**src/rtl/key_led_ctrl_if.sv**
```systemverilog
//------------------------------------------------------------------------------
// Module   : key_led_ctrl_if
// Brief    : Key edge-status in, LED drive and display mode out.
// Revision : 1.0 - initial release
//------------------------------------------------------------------------------
`default_nettype none

interface key_led_ctrl_if #(
  parameter int LED_W = 4
);
  logic [1:0]       key_status;
  logic [LED_W-1:0] led;
  logic [1:0]       mode;

  modport master (output key_status, input led, input mode);
  modport slave  (input key_status, output led, output mode);
endinterface

`default_nettype wire

```
**src/rtl/key_led_ctrl.sv**
```systemverilog
//------------------------------------------------------------------------------
// Module   : key_led_ctrl
// Brief    : Key press/release/long-press decode driving OFF/ON/BLINK/RUN LEDs.
//            Define LED_ACTIVE_LOW_EN for active-low LED pins.
// Revision : 1.0 - initial release
//------------------------------------------------------------------------------
`default_nettype none

module key_led_ctrl #(
  parameter int LED_W    = 4,
  parameter int TICK_CNT = 25000000,
  parameter int LONG_CNT = 50000000
) (
  input  wire             sys_clk,
  input  wire             sys_rst,
  key_led_ctrl_if.slave   bus
);

  localparam int TICK_W = (TICK_CNT > 1) ? $clog2(TICK_CNT) : 1;
  localparam int HOLD_W = (LONG_CNT > 1) ? $clog2(LONG_CNT) : 1;

  localparam logic [TICK_W-1:0] c_TICK_MAX = TICK_W'(TICK_CNT - 1);
  localparam logic [HOLD_W-1:0] c_HOLD_MAX = HOLD_W'(LONG_CNT - 1);
  localparam logic [LED_W-1:0]  c_RUN_INIT = LED_W'(1);

`ifdef LED_ACTIVE_LOW_EN
  localparam logic [LED_W-1:0]  c_POL = '1;
`else
  localparam logic [LED_W-1:0]  c_POL = '0;
`endif

  localparam logic [1:0] c_M_OFF   = 2'd0;
  localparam logic [1:0] c_M_ON    = 2'd1;
  localparam logic [1:0] c_M_BLINK = 2'd2;
  localparam logic [1:0] c_M_RUN   = 2'd3;

  typedef enum logic [1:0] {
    K_UP   = 2'd0,
    K_DOWN = 2'd1,
    K_LONG = 2'd2
  } key_state_t;

  key_state_t        r_state;
  logic [1:0]        r_evt_prev;
  logic [HOLD_W-1:0] r_hold_cnt;
  logic [TICK_W-1:0] r_tick_cnt;
  logic [1:0]        r_mode;
  logic              r_mode_chg;
  logic [LED_W-1:0]  r_led;

  logic              w_press;
  logic              w_release;
  logic              w_short;
  logic              w_long;
  logic [1:0]        w_mode_next;
  logic              w_mode_chg;
  logic              w_tick;
  logic [LED_W-1:0]  w_pat_cur;
  logic [LED_W-1:0]  w_pat_next;

  always_comb begin
    w_press     = (bus.key_status == 2'd2) && (r_evt_prev != 2'd2);
    w_release   = (bus.key_status == 2'd1) && (r_evt_prev != 2'd1);
    // A release on the threshold cycle takes priority over the long press.
    w_short     = (r_state == K_DOWN) && w_release;
    w_long      = (r_state == K_DOWN) && !w_release && (r_hold_cnt == c_HOLD_MAX);
    w_mode_next = r_mode;
    if (w_long)
      w_mode_next = c_M_OFF;
    else if (w_short)
      w_mode_next = r_mode + 2'd1;
    w_mode_chg  = (w_mode_next != r_mode);
    w_tick      = (r_tick_cnt == c_TICK_MAX);
  end

  // The LED register holds pin polarity; patterns are computed active-high.
  always_comb begin
    w_pat_cur  = r_led ^ c_POL;
    w_pat_next = w_pat_cur;
    case (r_mode)
      c_M_OFF:   w_pat_next = '0;
      c_M_ON:    w_pat_next = '1;
      c_M_BLINK: begin
        if (r_mode_chg)
          w_pat_next = '1;
        else if (w_tick)
          w_pat_next = ~w_pat_cur;
      end
      c_M_RUN: begin
        if (r_mode_chg)
          w_pat_next = c_RUN_INIT;
        else if (w_tick)
          w_pat_next = {w_pat_cur[LED_W-2:0], w_pat_cur[LED_W-1]};
      end
      default:   w_pat_next = '0;
    endcase
  end

  always_ff @(posedge sys_clk or negedge sys_rst) begin
    if (!sys_rst) begin
      r_state    <= K_UP;
      r_evt_prev <= 2'd0;
      r_hold_cnt <= '0;
      r_tick_cnt <= '0;
      r_mode     <= c_M_OFF;
      r_mode_chg <= 1'b0;
      r_led      <= c_POL;
    end else begin
      r_evt_prev <= bus.key_status;

      case (r_state)
        K_UP: begin
          if (w_press) begin
            r_state    <= K_DOWN;
            r_hold_cnt <= '0;
          end
        end
        K_DOWN: begin
          r_hold_cnt <= r_hold_cnt + 1'b1;
          if (w_release)
            r_state <= K_UP;
          else if (w_long)
            r_state <= K_LONG;
        end
        K_LONG: begin
          if (w_release)
            r_state <= K_UP;
        end
        default: r_state <= K_UP;
      endcase

      r_mode     <= w_mode_next;
      r_mode_chg <= w_mode_chg;

      if (w_mode_chg || w_tick)
        r_tick_cnt <= '0;
      else
        r_tick_cnt <= r_tick_cnt + 1'b1;

      r_led <= w_pat_next ^ c_POL;
    end
  end

  assign bus.led  = r_led;
  assign bus.mode = r_mode;

endmodule

`default_nettype wire

```
**src/flat_wrapper.sv**
```systemverilog
// flat-port wrapper written by rule: the top's interface ports become plain ports
module key_led_ctrl_flat 
#(
  parameter int LED_W    = 4,
  parameter int TICK_CNT = 25000000,
  parameter int LONG_CNT = 50000000
)
  (sys_clk, sys_rst, bus_key_status, bus_led, bus_mode);
  key_led_ctrl_if #(.LED_W(LED_W)) bus_i ();
  input  wire sys_clk;
  input  wire sys_rst;
  input wire logic [$bits(bus_i.key_status)-1:0] bus_key_status;
  output wire logic [$bits(bus_i.led)-1:0] bus_led;
  output wire logic [$bits(bus_i.mode)-1:0] bus_mode;
  assign bus_i.key_status = bus_key_status;
  assign bus_led = bus_i.led;
  assign bus_mode = bus_i.mode;
  key_led_ctrl #(.LED_W(LED_W), .TICK_CNT(TICK_CNT), .LONG_CNT(LONG_CNT)) u_core (.sys_clk(sys_clk), .sys_rst(sys_rst), .bus(bus_i));
endmodule
```
**config.mk**
```make
export PLATFORM = sky130hd
export DESIGN_NAME = key_led_ctrl_flat
export DESIGN_NICKNAME = d
export VERILOG_FILES = /design/src/rtl/key_led_ctrl_if.sv /design/src/rtl/key_led_ctrl.sv /design/src/flat_wrapper.sv
export SDC_FILE = /design/constraint.sdc
export NUM_CORES = 1
export LEC_CHECK = 0
export ABC_AREA = 1
export BUFFER_PORTS_ARGS = -buffer_cell sky130_fd_sc_hd__buf_2
export CORE_ASPECT_RATIO = 1.25
export CORE_MARGIN = 2
export CORE_UTILIZATION = 55
export CTS_BUF_LIST = sky130_fd_sc_hd__clkbuf_2 sky130_fd_sc_hd__clkbuf_4 sky130_fd_sc_hd__clkbuf_8
export DETAILED_ROUTE_END_ITERATION = 12
export GPL_TIMING_DRIVEN = 0
export PLACE_DENSITY = 0.78
export SETUP_SLACK_MARGIN = 0.5
export SLEW_MARGIN = 0
export SYNTH_ARGS = -nofsm -noshare
export SYNTH_HDL_FRONTEND = slang
export SYNTH_SLANG_ARGS = --single-unit
```
**constraint.sdc**
```tcl
create_clock -name sys_clk -period 2.2 [get_ports sys_clk]
set_clock_uncertainty 0.15 [all_clocks]
set_input_delay 0.55 -clock sys_clk [delete_from_list [all_inputs] [get_ports sys_clk]]
set_output_delay 0.55 -clock sys_clk [all_outputs]
set_load 0.01 [all_outputs]
```
==> results of run 1 <==
[critical path: cells and delay by family, from the launching register on]
kind / cells / cell delay, ns
adder cells (fa/ha/maj): 1 / 0.21
buffers and inverters: 1 / 0.16
flip-flops: 1 / 0.39
AND/OR/NAND/NOR: 9 / 0.83
[repair_timing]
| item | in CTS | in global routing |
|---|---|---|
| gates resized for setup | 13 | 26 |
| pin swaps | 0 | 3 |
| gates cloned | 0 | 0 |
| buffers inserted | 12 | 5 |
| setup endpoints to repair | 45 | 52 |
[layout by cell type (no fill, tap or decap), drive strengths merged, types with 2 or more instances in the layout]
cell | Yosys | routed
o31ai | 2 | 2
nand3 | 32 | 32
a21oi | 11 | 11
clkinvlp | 0 | 3
o21ai | 22 | 22
o211ai | 2 | 2
buf | 5 | 30
nor2 | 86 | 86
xnor2 | 8 | 8
inv | 58 | 58
a21boi | 4 | 4
xor2 | 14 | 14
mux2i | 4 | 4
nor3 | 18 | 18
nand4 | 15 | 15
dfrtp | 62 | 62
bufinv | 0 | 2
ha | 4 | 4
clkbuf | 0 | 12
nand2 | 98 | 98
[synthesized netlist by cell type, types with 11 or more instances]
master,count,share of area (%)
nand2_1,89,9.4
nand4_1,14,2.5
nor3_1,13,1.8
xor2_1,14,3.5
nor2_2,26,4.6
nor2_1,59,6.2
dfrtp_1,62,44
o21ai_0,22,3.1
nand3_1,30,4.2
a21oi_1,11,1.6
inv_1,55,5.8
[layer usage]
| metal | wire [um] | vias to the layer above | track usage (%) |
|---|---|---|---|
| met5 | 0 | - | 0 |
| met4 | 325 | 0 | 12.0 |
| met3 | 282 | 40 | 4.29 |
| met2 | 4280 | 101 | 43.7 |
| met1 | 3250 | 1477 | 29.3 |
| li1 | - | 1538 | - |
[sequential cells by signal, summed over array words and instances (netlist names)]
signal	flops
u_core.r_evt_prev	2
u_core.bus.led	4
u_core.r_tick_cnt	25
u_core.r_state	2
u_core.r_mode_chg	1
u_core.bus.mode	2
u_core.r_hold_cnt	26
[how the worst max path moves through the flow]
stage / slack [ns] / from / end
detailed placement: 0.10 / bus_key_status[0] / u_core.r_hold_cnt[4]
global placement: 0.11 / bus_key_status[0] / u_core.r_hold_cnt[4]
global route: 0.24 / u_core.r_hold_cnt[0] / u_core.r_tick_cnt[8]
floorplan: 0.50 / u_core.r_hold_cnt[0] / u_core.r_tick_cnt[20]
finish: 0.35 / u_core.r_hold_cnt[0] / u_core.r_tick_cnt[20]
CTS: 0.36 / u_core.r_hold_cnt[0] / u_core.r_tick_cnt[8]
[layout make-up]
cell class	instances	area, um^2
tap	85	106
multi-input combinational	326	1880
clock inverter	5	82.6
timing repair buffer	26	179
inverter	59	225
buffer	5	57.6
fill	468	1980
sequential	62	1560
clock buffer	11	145
[kinds of logic after synthesis]
logic type,count (synthesis)
AND/OR/NAND/NOR,251
buffers and inverters,64
flip-flops,62
AO/OA/AOI/OAI,45
XOR/XNOR,22
multiplexers,4
adder cells (fa/ha/maj),4
[power by group through the flow]
| stage | clock network, mW | logic (mW) | registers (mW) |
|---|---|---|---|
| after floorplan | 0 | 0.734 | 1.46 |
| after global placement | 0 | 0.961 | 1.46 |
| after detailed placement | 0 | 0.999 | 1.47 |
| after CTS | 1.17 | 1.15 | 1.43 |
| after global routing | 1.23 | 1.42 | 1.46 |
| final | 1.16 | 1.30 | 1.44 |
[through the flow]
| step | utilization, % | total power [mW] | std cells | cell area, um^2 |
|---|---|---|---|---|
| floorplan | - | 2.19 | 452 | 3570 |
| global placement | 60.0 | 2.42 | 546 | 3720 |
| detailed placement | 60.0 | 2.47 | 546 | 3720 |
| CTS | 66.0 | 3.75 | 574 | 4100 |
| global route | 68.1 | 4.11 | 579 | 4230 |
| finish | 68.1 | 3.90 | 579 | 4230 |
==> run metrics, run 1 <==
status finished clean; Die Ht 93.8 um; ant diodes 0; Hold Crit Class primary input to async pin; synth warn 0; slowest library cell on the worst path dfrtp_1; Cell Pwr Density 923 nW/um^2; Final Max Tran Viols 0; vias in the first global route 3098; Synth Instances 452; Switch Pwr 1.39 mW; setup ws final 0.346 ns; worst path arrival time 1.95 ns; #FFs+latches synth 62; Longest Clk Path Bufs 2; crit-path cells ha_2 -> nand2_2 -> nor2_2 -> nand2_1 -> nor2_1 -> nand3_2 -> nand2_1 -> nand2_2 -> nand4_4 -> buf_12 -> nor2_2; initial DRC count 202; Adder-Cell Fraction of Synth Area 1.41%; largest family of logic cells by synthesized area simple AND/OR/NAND/NOR gates; Slew @ Worst Pin 0.762 ns; Req. time, crit path 2.29 ns; FMAX 539 MHz; crit path kind register to register; Core ar. 6210 um^2; Clock Latency Late Sink 0.35 ns; post-synthesis cell area 3550 um^2; Critical Path End Type register; EDFF count, synth 0; # setup viols final 0; Synth cell types 33; Switching Share 35.6%; RSZ-0062 raised after global routing true; Reg-to-Reg Start u_core.r_hold_cnt[0]; drt first pass iters 5; CP max FO 10; Post-CTS Hold Fix Bufs 0; std cell rows 32; Synth Net Count 460; Post-layout nets 497; WL/cell 14.1 um; clock group share of total power 29.7%; xor and xnor area share after synthesis 5.43%; leakage 1.80 nW; DR vias/cell 5.45; Area Growth Syn to Fin 19.1%; post-place setup slack 0.100 ns; Num CTS Buffers 9; TNS Setup 0 ns; worst hold margin 0.0909 ns; combinational power share 33.4%; Final Hold Viols 0; Max Cap Viol 0; Simple-Gate Fraction of Synth Area 33.8%; antenna violations before repair 0; Total GRT Usage 25.2%; Slew headroom 49.2%; Syn Area/Cell 7.86 um^2; H-Tree Depth 3; Final ANT Viol Nets 0; Primary FF master, synth dfrtp_1; Routability Congestion 0.919; first-pass GRT wire length 13600 um; drt total wl 8150 um; share of cells above drive strength 1 25.3%; vias 3156; largest net degree at the start of global routing 63; DP Wirelength 5340 um; Max VDD drop 0.486 mV; internal power 2.51 mW; DIE AREA 7120 um^2; Crit path largest cell delay 0.39 ns; startpoint class of the critical path register; Seq/Total Area, Yosys 43.7%; CTS tree done; fraction of registers with async set/reset 100%; Initial Util 57.2%; r2r worst-path depth 11; reg-to-reg endpoint u_core.r_tick_cnt[20]; Reg clk slew, reported paths 0.08 ns; Reg power frac 36.9%; IO Port Bufs 9; drt drc 0; Tcrit/Tclk final 84.3%; TritonCTS Sinks 62; Compound-Gate Fraction of Synth Area 7.29%; Final min period 1.85 ns; mux cell area share after synthesis 1.13%; Clock Tree Root clkbuf_8; Die W 75.9 um; grt total ovfl 0; Reg2Reg Setup Slack 0.35 ns; # IOs 10
No activity file was read; power rests on OpenSTA's default activity.
==> inputs of run 2 (changes only) <==
==> constraint.sdc (replaced) <==
create_clock -name sys_clk -period 1.8 [get_ports sys_clk]
set_clock_uncertainty 0.15 [all_clocks]
set_input_delay 0.45 -clock sys_clk [delete_from_list [all_inputs] [get_ports sys_clk]]
set_output_delay 0.45 -clock sys_clk [all_outputs]
set_load 0.01 [all_outputs]
==> run 2 against run 1 <==
- critical path type unchanged
- core utilization rose by 11 points
- largest cell class unchanged
- sequential power increased by 23%
- setup slack worse by 0.62 ns
- the flow now finishes with violations (setup timing)
==> run metrics, run 2 (same netlist as run 1, synthesis figures left out) <==
status complete, but fails checks; failing checks setup timing; worst path arrival time 2.15 ns (+0.20 ns); Top cell by count, worst path nor2_2; Routability Congestion 0.930 (+1.2%); TNS Setup -6.51 ns (-6.51 ns); most common cell after layout, fill and taps aside nand2_1; Area Growth Syn to Fin 38.5%; Post-DP Area 3790 um^2 (+1.6%); Tcrit/Tclk final 115% (+31 points); vias in the first global route 3317 (+7.1%); critical path's top delay family simple AND/OR/NAND/NOR gates; Final Max Tran Viols 0 (unchanged); Max VDD drop 0.681 mV (+40%); Crit path largest cell delay 0.42 ns (+0.03 ns); setup ws final -0.278 ns (-0.624 ns); # setup viols final 31 (+31); CTS tree done; Most flops, register u_core.r_hold_cnt; area of the multi-input gates 2170 um^2 (+16%); Reg clk slew, reported paths 0.08 ns (about the same); worst hold margin 0.0251 ns (-0.0658 ns); first-pass GRT wire length 14600 um (+7.5%); Slew @ Worst Pin 0.793 ns (+0.0307 ns); Final ANT Viol Nets 0 (unchanged); Req. time, crit path 1.88 ns (-0.41 ns); Max Cap Viol 0 (unchanged); max FFs per register 26 (unchanged); RSZ-0062 raised after global routing true; Cell Pwr Density 1130 nW/um^2 (+22%); Die W 75.9 um (unchanged); Final Cell Area 4920 um^2 (+16%); Critical Path End Type register; drt drc 0 (unchanged); CP bufs+invs 3 (+2); grt total ovfl 0 (unchanged); post-place setup slack -0.151 ns (-0.251 ns); # IOs 10 (unchanged); fillers 340 (-27%); WL/cell 18.5 um (+31%); Clock Latency Late Sink 0.35 ns (about the same); FMAX 481 MHz (-11%); Storage cell area 1560 um^2 (+0.32%); Final Hold Viols 0 (unchanged); antenna violations before repair 0 (unchanged); crit path kind register to register; crit-path cells inv_2 -> nand2_1 -> nor2_2 -> nand2_2 -> nor2_2 -> nand3_2 -> nand2_2 -> nand2_4 -> nand4_4 -> buf_6 -> buf_8 -> nor2_2; DR vias/cell 5.99 (+9.8%); drt first pass iters 5 (unchanged); Num CTS Buffers 9 (unchanged); Reg2Reg Setup Slack -0.28 ns (-0.62 ns); vias 3694 (+17%); Clock Tree Root clkbuf_8; H-Tree Depth 3 (unchanged); initial DRC count 329 (+63%); CP max FO 5 (-5); Hold Crit Class primary input to async pin; commonest non-fill, non-tap cells in the layout nand2_1 (72), dfrtp_1 (55), inv_1 (45); share of cells above drive strength 1 42.1% (+17 points); fin cells 617 (+6.6%); TritonCTS Sinks 62 (unchanged); Slew headroom 47.1% (-2.0 points); ant diodes 0 (unchanged); Tot Pwr 5.55 mW (+42%); slowest library cell on the worst path dfrtp_1; DIE AREA 7120 um^2 (unchanged); Core ar. 6210 um^2 (unchanged); placed cells 546 (unchanged); std cell rows 32 (unchanged); largest net degree at the start of global routing 63 (unchanged); Die Ht 93.8 um (unchanged); Final min period 2.08 ns (+0.224 ns); Longest Clk Path Bufs 2 (unchanged); startpoint class of the critical path register; DP Wirelength 5400 um (+1.0%); drt total wl 11400 um (+40%); Post-layout nets 535 (+7.6%); Final Util 79.3% (+11 points); Total GRT Usage 27.0% (+1.7 points); IO Port Bufs 9 (unchanged); leakage 2.12 nW (+18%); Initial Util 57.2% (unchanged)
-- run 2: final timing paths --
kind	start	end	cells past startpoint
max	u_core.r_hold_cnt[18]	u_core.r_tick_cnt[10]	12
min	sys_rst	u_core.bus.led[1]	1
max reg2reg	u_core.r_hold_cnt[18]	u_core.r_tick_cnt[10]	12
min reg2reg	u_core.r_hold_cnt[13]	u_core.r_hold_cnt[13]	1
max in group asynchronous	sys_rst	u_core.r_hold_cnt[3]	1
min in group sys_clk	bus_key_status[1]	u_core.r_evt_prev[1]	1
-- run 2: routing by layer --
layer / GRT usage, % / wire (um) / vias up
met5: 0 / 0 / -
met4: 15.4 / 736 / 0
met3: 4.08 / 687 / 78
met2: 46.8 / 5960 / 239
met1: 30.3 / 4020 / 1770
li1: - / - / 1607
-- run 2: power by group --
| part | total, mW | switching (mW) | leakage [nW] | internal [mW] |
|---|---|---|---|---|
| Clock | 1.30 | 0.596 | 0.103 | 0.705 |
| Combinational | 2.48 | 1.31 | 1.19 | 1.17 |
| Sequential | 1.77 | 0.193 | 0.828 | 1.58 |
-- run 2: final cells by class --
cell class	instances	share of cell area (%)
clock buffers	12	3.10
flip-flops and latches	62	31.7
multi-input cells	326	44.1
plain buffers	5	1.45
repair buffers	64	11.8
well taps	85	2.16
inverters	59	4.76
clock inverters	4	0.966
-- run 2: repair_timing --
| item | CTS | global route |
|---|---|---|
| gates resized for setup | 71 | 68 |
| hold buffers | 0 | 0 |
| buffers inserted | 31 | 22 |
| cloned | 1 | 1 |
| hold endpoints to repair | 0 | 0 |
| setup endpoints to repair | 128 | 66 |
| pin swaps | 23 | 27 |
